<file path="config.mk">
export PLATFORM = sky130hd
export DESIGN_NAME = bus_cycle_responder
export DESIGN_NICKNAME = d
export VERILOG_FILES = /design/src/rtl/bus_pkg.sv /design/src/rtl/wait_counter.sv /design/src/rtl/bus_cycle_responder.sv
export SDC_FILE = /design/constraint.sdc
export NUM_CORES = 1
export LEC_CHECK = 0
export ABC_AREA = 0
export ABC_CLOCK_PERIOD_IN_PS = 3600
export CAP_MARGIN = 20
export CORE_MARGIN = 3
export CORE_UTILIZATION = 55
export DETAILED_ROUTE_END_ITERATION = 7
export HOLD_SLACK_MARGIN = 0.1
export PLACE_DENSITY = 0.79
export SLEW_MARGIN = 20
export SYNTH_ARGS = -nofsm -noshare
export SYNTH_HDL_FRONTEND = slang
export SYNTH_HIERARCHICAL = 1
export SYNTH_SLANG_ARGS = --single-unit
</file>
<file path="constraint.sdc">
create_clock -name Clock -period 3.6 [get_ports Clock]
set_input_delay 0.36 -clock Clock [delete_from_list [all_inputs] [get_ports Clock]]
set_output_delay 0.36 -clock Clock [all_outputs]
set_load 0.005 [all_outputs]
</file>
<file path="src/rtl/bus_pkg.sv">
// bus_pkg: shared types and defaults for the 68000 bus-cycle responder.
//   target_e       latched target code reported on Target
//   state_e        responder FSM states
//   DEF_*          default wait-state counts, timeout and counter width
//   decode_target  priority decode of the decoder select lines
//   multi_select   true when two or more selects are high
package bus_pkg;

  typedef enum logic [2:0] {
    TGT_NONE     = 3'd0,
    TGT_ROM      = 3'd1,
    TGT_RAM      = 3'd2,
    TGT_IO       = 3'd3,
    TGT_DRAM     = 3'd4,
    TGT_CAN      = 3'd5,
    TGT_OFFBOARD = 3'd6
  } target_e;

  typedef enum logic [1:0] {
    ST_IDLE  = 2'd0,
    ST_WAIT  = 2'd1,
    ST_ACK   = 2'd2,
    ST_ERROR = 2'd3
  } state_e;

  localparam int DEF_ROM_WAIT = 1;
  localparam int DEF_RAM_WAIT = 1;
  localparam int DEF_IO_WAIT  = 2;
  localparam int DEF_CAN_WAIT = 4;
  localparam int DEF_TIMEOUT  = 255;
  localparam int DEF_CNT_W    = 8;

  // sel bit order: [0] ROM, [1] RAM, [2] IO, [3] DRAM, [4] CAN, [5] OffBoard
  function automatic target_e decode_target(input logic [5:0] sel);
    target_e tgt;
    tgt = TGT_NONE;
    if (sel[0])      tgt = TGT_ROM;
    else if (sel[1]) tgt = TGT_RAM;
    else if (sel[2]) tgt = TGT_IO;
    else if (sel[3]) tgt = TGT_DRAM;
    else if (sel[4]) tgt = TGT_CAN;
    else if (sel[5]) tgt = TGT_OFFBOARD;
    return tgt;
  endfunction

  function automatic logic multi_select(input logic [5:0] sel);
    return ($countones(sel) > 1);
  endfunction

endpackage

</file>
<file path="src/rtl/wait_counter.sv">
// wait_counter: loadable down-counter with zero flag, used for the
// per-region wait-state count. Load has priority over decrement, and the
// count holds at zero rather than wrapping.
//   i_clk       clock, rising edge
//   i_rst_n     asynchronous active-low reset (count -> 0)
//   i_load      load i_load_val this edge
//   i_load_val  value to load
//   i_dec       decrement this edge if nonzero
//   o_zero      count is zero
module wait_counter #(
  parameter int W = 8
) (
  input  logic         i_clk,
  input  logic         i_rst_n,
  input  logic         i_load,
  input  logic [W-1:0] i_load_val,
  input  logic         i_dec,
  output logic         o_zero
);

  logic [W-1:0] r_count;

  always_ff @(posedge i_clk or negedge i_rst_n) begin
    if (!i_rst_n) begin
      r_count <= '0;
    end else if (i_load) begin
      r_count <= i_load_val;
    end else if (i_dec && (r_count != '0)) begin
      r_count <= r_count - W'(1);
    end
  end

  assign o_zero = (r_count == '0);

endmodule

</file>
<file path="src/rtl/bus_cycle_responder.sv">
// bus_cycle_responder: target-side responder for the 68000 bus cycle.
// Latches the selected region when AS_L is first sampled low, counts that
// region's wait states (or waits for DRAM ready / external DTACK), then
// drives DTACK_L. BERR_L is driven if nothing answers within TIMEOUT cycles.
//   Clock, Reset_L         clock / async active-low reset
//   AS_L, UDS_L, LDS_L     CPU address and data strobes
//   *Select_H, OffBoard... decoder select lines
//   DramReady_H            DRAM data ready (level)
//   ExtDtack_L             off-board acknowledge
//   DTACK_L, BERR_L        registered handshakes back to the CPU
//   Target                 latched target code
//   MultiSelect_H          one-cycle pulse: overlapping selects at cycle start
//
// state    | meaning
// ---------+-----------------------------------------------------------
// ST_IDLE  | no cycle; waiting for AS_L sampled low
// ST_WAIT  | cycle in progress; counting waits / timeout, awaiting ready
// ST_ACK   | DTACK_L asserted until AS_L sampled high
// ST_ERROR | BERR_L asserted until AS_L sampled high
module bus_cycle_responder
  import bus_pkg::*;
#(
  parameter int ROM_WAIT = DEF_ROM_WAIT,
  parameter int RAM_WAIT = DEF_RAM_WAIT,
  parameter int IO_WAIT  = DEF_IO_WAIT,
  parameter int CAN_WAIT = DEF_CAN_WAIT,
  parameter int TIMEOUT  = DEF_TIMEOUT,
  parameter int CNT_W    = DEF_CNT_W
) (
  input  logic       Clock,
  input  logic       Reset_L,
  input  logic       AS_L,
  input  logic       UDS_L,
  input  logic       LDS_L,
  input  logic       OnChipRomSelect_H,
  input  logic       OnChipRamSelect_H,
  input  logic       IOSelect_H,
  input  logic       DramSelect_H,
  input  logic       CanBusSelect_H,
  input  logic       OffBoardMemory_H,
  input  logic       DramReady_H,
  input  logic       ExtDtack_L,
  output logic       DTACK_L,
  output logic       BERR_L,
  output logic [2:0] Target,
  output logic       MultiSelect_H
);

  state_e            r_state;
  target_e           r_target;
  logic              r_dtack_l;
  logic              r_berr_l;
  logic              r_multi;
  logic [CNT_W-1:0]  r_tcnt;

  logic [5:0]        w_sel;
  target_e           w_sel_target;
  logic [CNT_W-1:0]  w_load_val;
  logic              w_load;
  logic              w_dec;
  logic              w_wait_zero;
  logic              w_ready;
  logic              w_strobe;
  logic              w_timeout;
  logic              w_go_ack;

  assign w_sel = {OffBoardMemory_H, CanBusSelect_H, DramSelect_H,
                  IOSelect_H, OnChipRamSelect_H, OnChipRomSelect_H};
  assign w_sel_target = decode_target(w_sel);

  always_comb begin
    w_load_val = '0;
    case (w_sel_target)
      TGT_ROM: w_load_val = CNT_W'(ROM_WAIT);
      TGT_RAM: w_load_val = CNT_W'(RAM_WAIT);
      TGT_IO:  w_load_val = CNT_W'(IO_WAIT);
      TGT_CAN: w_load_val = CNT_W'(CAN_WAIT);
      default: w_load_val = '0;
    endcase
  end

  always_comb begin
    w_ready = 1'b0;
    case (r_target)
      TGT_ROM, TGT_RAM, TGT_IO, TGT_CAN: w_ready = w_wait_zero;
      TGT_DRAM:                          w_ready = DramReady_H;
      TGT_OFFBOARD:                      w_ready = ~ExtDtack_L;
      default:                           w_ready = 1'b0;
    endcase
  end

  assign w_strobe  = ~UDS_L | ~LDS_L;
  assign w_timeout = (r_tcnt == CNT_W'(TIMEOUT - 1));
  assign w_go_ack  = w_ready & w_strobe;

  // The wait count only advances on edges that fall through to the
  // "keep waiting" branch, so it stays in step with the timeout counter.
  assign w_load = (r_state == ST_IDLE) & ~AS_L;
  assign w_dec  = (r_state == ST_WAIT) & ~AS_L & ~w_timeout & ~w_go_ack;

  wait_counter #(.W(CNT_W)) u_wait_counter (
    .i_clk      (Clock),
    .i_rst_n    (Reset_L),
    .i_load     (w_load),
    .i_load_val (w_load_val),
    .i_dec      (w_dec),
    .o_zero     (w_wait_zero)
  );

  always_ff @(posedge Clock or negedge Reset_L) begin
    if (!Reset_L) begin
      r_state   <= ST_IDLE;
      r_target  <= TGT_NONE;
      r_dtack_l <= 1'b1;
      r_berr_l  <= 1'b1;
      r_multi   <= 1'b0;
      r_tcnt    <= '0;
    end else begin
      r_multi <= 1'b0;
      case (r_state)
        ST_IDLE: begin
          if (!AS_L) begin
            r_target <= w_sel_target;
            r_multi  <= multi_select(w_sel);
            r_tcnt   <= '0;
            r_state  <= ST_WAIT;
          end
        end
        ST_WAIT: begin
          if (AS_L) begin
            r_state <= ST_IDLE;
          end else if (w_timeout) begin
            r_berr_l <= 1'b0;
            r_state  <= ST_ERROR;
          end else if (w_go_ack) begin
            r_dtack_l <= 1'b0;
            r_state   <= ST_ACK;
          end else if (r_tcnt != {CNT_W{1'b1}}) begin
            r_tcnt <= r_tcnt + CNT_W'(1);
          end
        end
        ST_ACK: begin
          if (AS_L) begin
            r_dtack_l <= 1'b1;
            r_state   <= ST_IDLE;
          end
        end
        ST_ERROR: begin
          if (AS_L) begin
            r_berr_l <= 1'b1;
            r_state  <= ST_IDLE;
          end
        end
        default: r_state <= ST_IDLE;
      endcase
    end
  end

  assign DTACK_L       = r_dtack_l;
  assign BERR_L        = r_berr_l;
  assign Target        = r_target;
  assign MultiSelect_H = r_multi;

endmodule

</file>
==> impl_results.md, run 1 <==
* # Post-CTS Setup Buffers at 0
* Crit-path cells: inv_1, ha_1, or3b_2, nor2_1, o211ai_4, nand2_4, nor3_1, or3b_1, o311a_1, a221o_1
* Final setup margin at 0.6087 ns
* Synthesis-stage register bit count at 24
* Min-Delay Endpoint: DTACK_L$_DFFE_PN1P_
* Worst Reg-to-Reg Cells at 10
* Clock root cell: clkbuf_4
* Hold Vio Cnt, Final at 0
* Initial Util at 58.30%
* Worst hold path class: reg2reg
* Worst slew margin at 58.05%
* Crit Path Max Fanout at 7
* Post-CTS Resized at 0
* Top-count cell post-synth: dfrtp_1
* N_diodes at 0
* FFs w/ async S/R, synth at 100.0%
* Register area share after synthesis at 37.19%
* Final min period at 2.991 ns
* Delay of the slowest critical-path stage at 0.54 ns
* WHS at 0.4883 ns
* Peak VDD IR at 0.0002962 V
* Die area at 3636 um^2
* Max-cap violations at 0
* TNS Setup at 0 ns
* Count of pins over their slew limit at 0
* CTS Sinks at 24
* All-Layer GR Usage at 21.03%
* Crit end category: register
* Final Power at 0.0006986 W
* Worst slew pin tran at 0.6244 ns
* Clock network latency to the later pin of the worst-skew pair at 0.31 ns
* Antenna-violating nets left at 0
* Reg-to-reg endpoint: u_wait_counter/r_count[7]$_DFFE_PN0P_
* Leak pwr at 0.7486 nW
* Crit-path slowest cell: nor3_1
* DP Worst Slack at 0.5829 ns
* Critical path's top delay family: simple AND/OR/NAND/NOR gates
* Fill cells at 227
* Routed WL at 3484 um
* Top cells by count, synth: 22 x dfrtp_1, 14 x inv_1, 12 x a21oi_1, 12 x nor2_1, 10 x nand2_1
* Detailed placer's ending HPWL at 2687 um
* DRT iter0 DRCs at 71
* Critical path buffer and inverter count at 1
* DIE HEIGHT at 60.30 um
* Cell count after synthesis at 176
* Vias at 1430
* CTS tree: done
* Yosys warnings at 6
* Ys flop type: dfrtp_1
* Final setup viols at 0
* First-pass GRT wire length at 5878 um
* Critical Path Source Type: register
* Placeable Area at 2781 um^2
* Cell taking the most area after synthesis: dfrtp_1
* Worst EP required at 3.81 ns
* Vias in the first global route at 1368
* Port bufs at 18
* Fin cells at 231
* Drc violations at 0
* Hold Crit Start: DTACK_L$_DFFE_PN1P_
* Synth top area share at 33.95%
* CTS Buf Count at 3
* CTS HTree Levels at 1
* Inst Count DP at 226
* Share of post-route cells with drive strength above 1 at 8.500%
* Final period util at 83.09%
* Initial antenna violation count at 0
* Kind of critical path: reg2reg
* Synthesized area at 1622 um^2
* Syn avg cell area at 9.213 um^2
* CP arrival at 3.20 ns
* Dominant cells by area after synthesis: dfrtp_1 34%, a21oi_1 3.7%, fa_1 3.7%, dfstp_2 3.2%, inv_1 3.2%
* Final #Nets at 221
* Pin count of the biggest net entering global routing at 25
* Io pins at 19
* Worst-path clk slew at 0.13 ns
* Worst reg2reg setup slack at 0.61 ns
* Area Overhead vs Synth at 15.74%
* Congestion Overflow GR at 0
* Row cnt at 19
* RSZ-0062 raised after global routing: no
* EDFF count, synth at 0
* Max Clock Freq at 334.3 MHz
* Netlist cell types at 58
* Pre-antenna DRT Iters at 4
* RR Startpoint: u_wait_counter/r_count[0]$_DFFE_PN0P_
* Die width at 60.30 um
* Power Density at 372.2 nW/um^2
* Status: finished clean
* Max clock buf depth at 2
* Routed len/inst at 15.08 um
* Setup Skew at 0.007286 ns
* Hold path depth at 2
* Vias per inst at 6.190
* Routability-driven placement congestion ratio at 0.8606
## flip-flops by register name (all words and copies together), names as in the netlist
signal,flops
BERR_L,1
DTACK_L,1
MultiSelect_H,1
Target,3
r_state,2
r_tcnt,8
u_wait_counter/r_count,8
## cell usage in the layout, fill, tap and decap left out, types with 2 or more instances in the layout
| master | count |
|---|---|
| fa_1 | 3 |
| dfstp_2 | 2 |
| o21ai_1 | 3 |
| or4_1 | 5 |
| o211ai_1 | 4 |
| clkdlybuf4s50_1 | 17 |
| nand3_1 | 8 |
| and4_1 | 2 |
| nand4_1 | 5 |
| nand2b_1 | 3 |
| nand2_1 | 10 |
| nor2_1 | 12 |
| dfrtp_1 | 22 |
| a221o_1 | 2 |
| a31oi_1 | 5 |
| a211oi_1 | 2 |
| clkbuf_4 | 3 |
| conb_1 | 5 |
| inv_1 | 14 |
| nor4_1 | 2 |
| a21oi_1 | 12 |
| nor2b_1 | 3 |
| o21ai_0 | 5 |
| nor3_1 | 8 |
| o31ai_1 | 2 |
| nor3b_1 | 3 |
| ha_1 | 4 |
| nand3b_1 | 2 |
## where the power goes
group | switching, W | internal (W) | leakage (nW)
clock | 0.0000831 | 0.0000617 | 0.0210
sequential | 0.0000466 | 0.000307 | 0.303
combinational | 0.000107 | 0.0000937 | 0.425
## stage by stage
step | utilization, % | area, um^2
2_1_floorplan | - | 1637
3_3_place_gp | 65.99 | 1836
3_5_place_dp | 65.99 | 1836
4_1_cts | 67.30 | 1872
5_1_grt | 67.48 | 1877
6_report | 67.48 | 1877
## how the worst max path moves through the flow
stage                                                     start  depth (start not counted)                                     to  slack [ns]
after global routing      u_wait_counter/r_count[0]$_DFFE_PN0P_                         10  u_wait_counter/r_count[3]$_DFFE_PN0P_        0.37
after global placement                               ExtDtack_L                          8  u_wait_counter/r_count[7]$_DFFE_PN0P_        0.73
after floorplan           u_wait_counter/r_count[0]$_DFFE_PN0P_                         10  u_wait_counter/r_count[7]$_DFFE_PN0P_        0.99
after CTS                 u_wait_counter/r_count[0]$_DFFE_PN0P_                         10  u_wait_counter/r_count[7]$_DFFE_PN0P_        0.63
after detailed placement                             ExtDtack_L                          8  u_wait_counter/r_count[7]$_DFFE_PN0P_        0.58
final                     u_wait_counter/r_count[0]$_DFFE_PN0P_                         10  u_wait_counter/r_count[7]$_DFFE_PN0P_        0.61
## per-layer routing
layer | up-vias | track usage, % | part of all wire, %
met3 | 2 | 2.592 | 3.5
met5 | - | 0 | 0
met4 | 0 | 7.278 | 0.57
met2 | 32 | 38.27 | 52
met1 | 691 | 25.30 | 43
li1 | 705 | - | -
## kinds of logic (layout without fill, tap and decap cells)
group / count (synthesis) / after routing / synth area share [%]
fa+ha+maj: 7 / 7 / 6.790
simple gates: 74 / 74 / 26.31
compound gates: 51 / 51 / 24.15
mux: 1 / 1 / 0.6173
flops: 24 / 24 / 37.19
other cells: 1 / 5 / 0.2313
buf+inv: 18 / 38 / 4.706
## tightest hold or removal path: cells and delay by family, from the launching register on
kind            cells  cell delay (ns)
flops               1             0.40
compound gates      2             0.10
## repair_timing
action / 4_1_cts / 5_1_grt
endpoints found under the setup margin: 0 / 0
endpoints found under the hold margin: 0 / 22
hold buffers: 0 / 1
## area by class of cell
class                   count  area, um^2  share of cell area, %
multi-input cells         138       957.2                  51.00
flip-flops and latches     24       603.1                  32.13
repair buffers             19       185.2                  9.867
inverters                  15       56.30                  3.000
well taps                  31       38.79                  2.067
clock buffers               4       36.28                  1.933
Note: power is estimated with default switching activity, not from simulation.
==> inputs of run 2 (changes only) <==
Settings changed: ABC_CLOCK_PERIOD_IN_PS 3600 to 2500, CORE_UTILIZATION 55 to 50, PLACE_DENSITY 0.79 to 0.75.
Clock period 3.6 ns to 2.5 ns, I/O delays scaled along.
==> impl_results.md, run 2 (synthesis results as in run 1) <==
* Leak pwr at 0.8269 nW
* Congestion Overflow GR at 0
* DIE HEIGHT at 62.95 um
* Count of pins over their slew limit at 0
* Vias per inst at 5.916
* Routability-driven placement congestion ratio at 0.9352
* Detailed placer's ending HPWL at 2999 um
* Worst slew margin at 59.14%
* Row cnt at 20
* Sw frac at 35.42%
* Hold Vio Cnt, Final at 0
* Final #Nets at 238
* Final Util at 65.94%
* Die area at 3963 um^2
* WHS at 0.2634 ns
* RSZ-0062 raised after global routing: no
* Final min period at 2.386 ns
* N_diodes at 0
* Final period util at 95.44%
* Max Clock Freq at 419.1 MHz
* Final Power at 0.001058 W
* Routed len/inst at 15.35 um
* CTS Buf Count at 3
* Combinational power share at 34.1%
* CTS Sinks at 24
* Commonest non-fill, non-tap cell in the layout: dfrtp_1
* CTS HTree Levels at 1
* Clock Power Share at 18.0%
* Routed WL at 4007 um
* Vias at 1544
* Kind of critical path: reg2reg
* Max clock buf depth at 2
* Multi-input gate area at 973.4 um^2
* First-pass GRT wire length at 6879 um
* Antenna-violating nets left at 0
* Fin cells at 261
* CTS tree: done
* Placeable Area at 3078 um^2
* All-Layer GR Usage at 21.41%
* Pin count of the biggest net entering global routing at 25
* Initial Util at 52.68%
* Critical Path Source Type: register
* Most frequent cells in the layout: 22 x dfrtp_1, 18 x clkdlybuf4s50_1, 18 x buf_4
* Crit end category: register
* Initial antenna violation count at 0
* DRT iter0 DRCs at 122
* Power Density at 521.5 nW/um^2
* Crit Path Max Fanout at 6
* FF/Latch Area at 603.1 um^2
* Fill cells at 255
* Vias in the first global route at 1560
* Worst-path clk slew at 0.14 ns
* Peak VDD IR at 0.0003299 V
* Pre-antenna DRT Iters at 6
* Setup Skew at 0.005208 ns
* Status: finished clean
* Die width at 62.95 um
* Final setup viols at 0
* Io pins at 19
* Clock root cell: clkbuf_4
* Max-cap violations at 0
* Cell Int Power at 0.0006836 W
* Inst Count DP at 256
* Drc violations at 0
* Clock network latency to the later pin of the worst-skew pair at 0.33 ns
* Seq pwr share at 47.9%
* CP arrival at 2.64 ns
* NetSw at 0.0003749 W
* Worst EP required at 2.75 ns
* Worst slew pin tran at 0.6073 ns
* Area Overhead vs Synth at 25.15%
* Share of post-route cells with drive strength above 1 at 16.59%
* Port bufs at 18
* Worst hold path class: in2async
==> run 2: cell count changes in the layout (fill, tap and decap cells not counted), sizes merged <==
| cell | previous run | this run |
|---|---|---|
| clkdlybuf4s50 | 17 | 18 |
| dlygate4sd3 | 1 | 0 |
| buf | 1 | 18 |
==> run 2: path summary, 6_finish.rpt <==
check / from / endpoint / slack [ns] / cells past startpoint
hold reg to reg: DTACK_L$_DFFE_PN1P_ / DTACK_L$_DFFE_PN1P_ / 0.49 / 2
max in group asynchronous: Reset_L / DTACK_L$_DFFE_PN1P_ / 1.94 / 2
min in group Clock: DTACK_L$_DFFE_PN1P_ / DTACK_L$_DFFE_PN1P_ / 0.49 / 2
setup reg to reg: u_wait_counter/r_count[0]$_DFFE_PN0P_ / u_wait_counter/r_count[3]$_DFFE_PN0P_ / 0.11 / 10
hold / removal: Reset_L / u_wait_counter/r_count[5]$_DFFE_PN0P_ / 0.26 / 2
setup / recovery: u_wait_counter/r_count[0]$_DFFE_PN0P_ / u_wait_counter/r_count[3]$_DFFE_PN0P_ / 0.11 / 10
==> run 2: power groups by stage <==
stage	sequential (W)	combinational (W)	clock [W]
after floorplan	0.000499	0.000202	0
after global placement	0.000509	0.000323	0
after detailed placement	0.000513	0.000343	0
after CTS	0.000508	0.000346	0.000190
after global routing	0.000516	0.000399	0.000207
final	0.000507	0.000361	0.000191
==> run 2: layer usage <==
layer  vias to the layer above  routed length (um)  GRT usage [%]  part of all wire, %
li1                        738                   -              -                    -
met1                       753                1749          27.82                   44
met3                         6                 187          2.878                  4.7
met4                         0                  52          7.163                  1.3
met5                         -                   0              0                    0
met2                        47                2017          36.50                   50
==> run 2: worst max-delay path, stage by stage, from the launching register on <==
cell,delay (ns)
dfrtp_1,0.37
inv_1,0.07
ha_1,0.21
or3b_2,0.22
nor2_2,0.06
o211ai_4,0.10
nand2_4,0.08
nor3_4,0.16
or3b_4,0.44
or4_1,0.42
o221ai_1,0.17
==> run 2: repair_timing <==
| item | in CTS | in global routing |
|---|---|---|
| setup buffers | 0 | 1 |
| pin swaps | 0 | 1 |
| setup endpoints to repair | 1 | 7 |
| resized for setup | 1 | 2 |
| hold buffers | 0 | 0 |
==> run 2: cell type report <==
cell class / count / share of cell area [%]
clock buffer: 4 / 1.295
timing repair buffer: 36 / 15.54
multi-input combinational: 138 / 47.97
inverter: 15 / 2.774
sequential: 24 / 29.72
tap: 44 / 2.713
==> run 2: through the flow <==
| step | worst slack (ns) | TNS, ns | cell area (um^2) |
|---|---|---|---|
| 2_1_floorplan | 0.01264 | 0 | 1642 |
| 3_3_place_gp | -0.03475 | -0.03475 | 1984 |
| 3_5_place_dp | -0.06792 | -0.06792 | 1984 |
| 4_1_cts | 0.01777 | 0 | 2013 |
| 5_1_grt | 0.04403 | 0 | 2029 |
| 6_report | 0.1141 | 0 | 2029 |
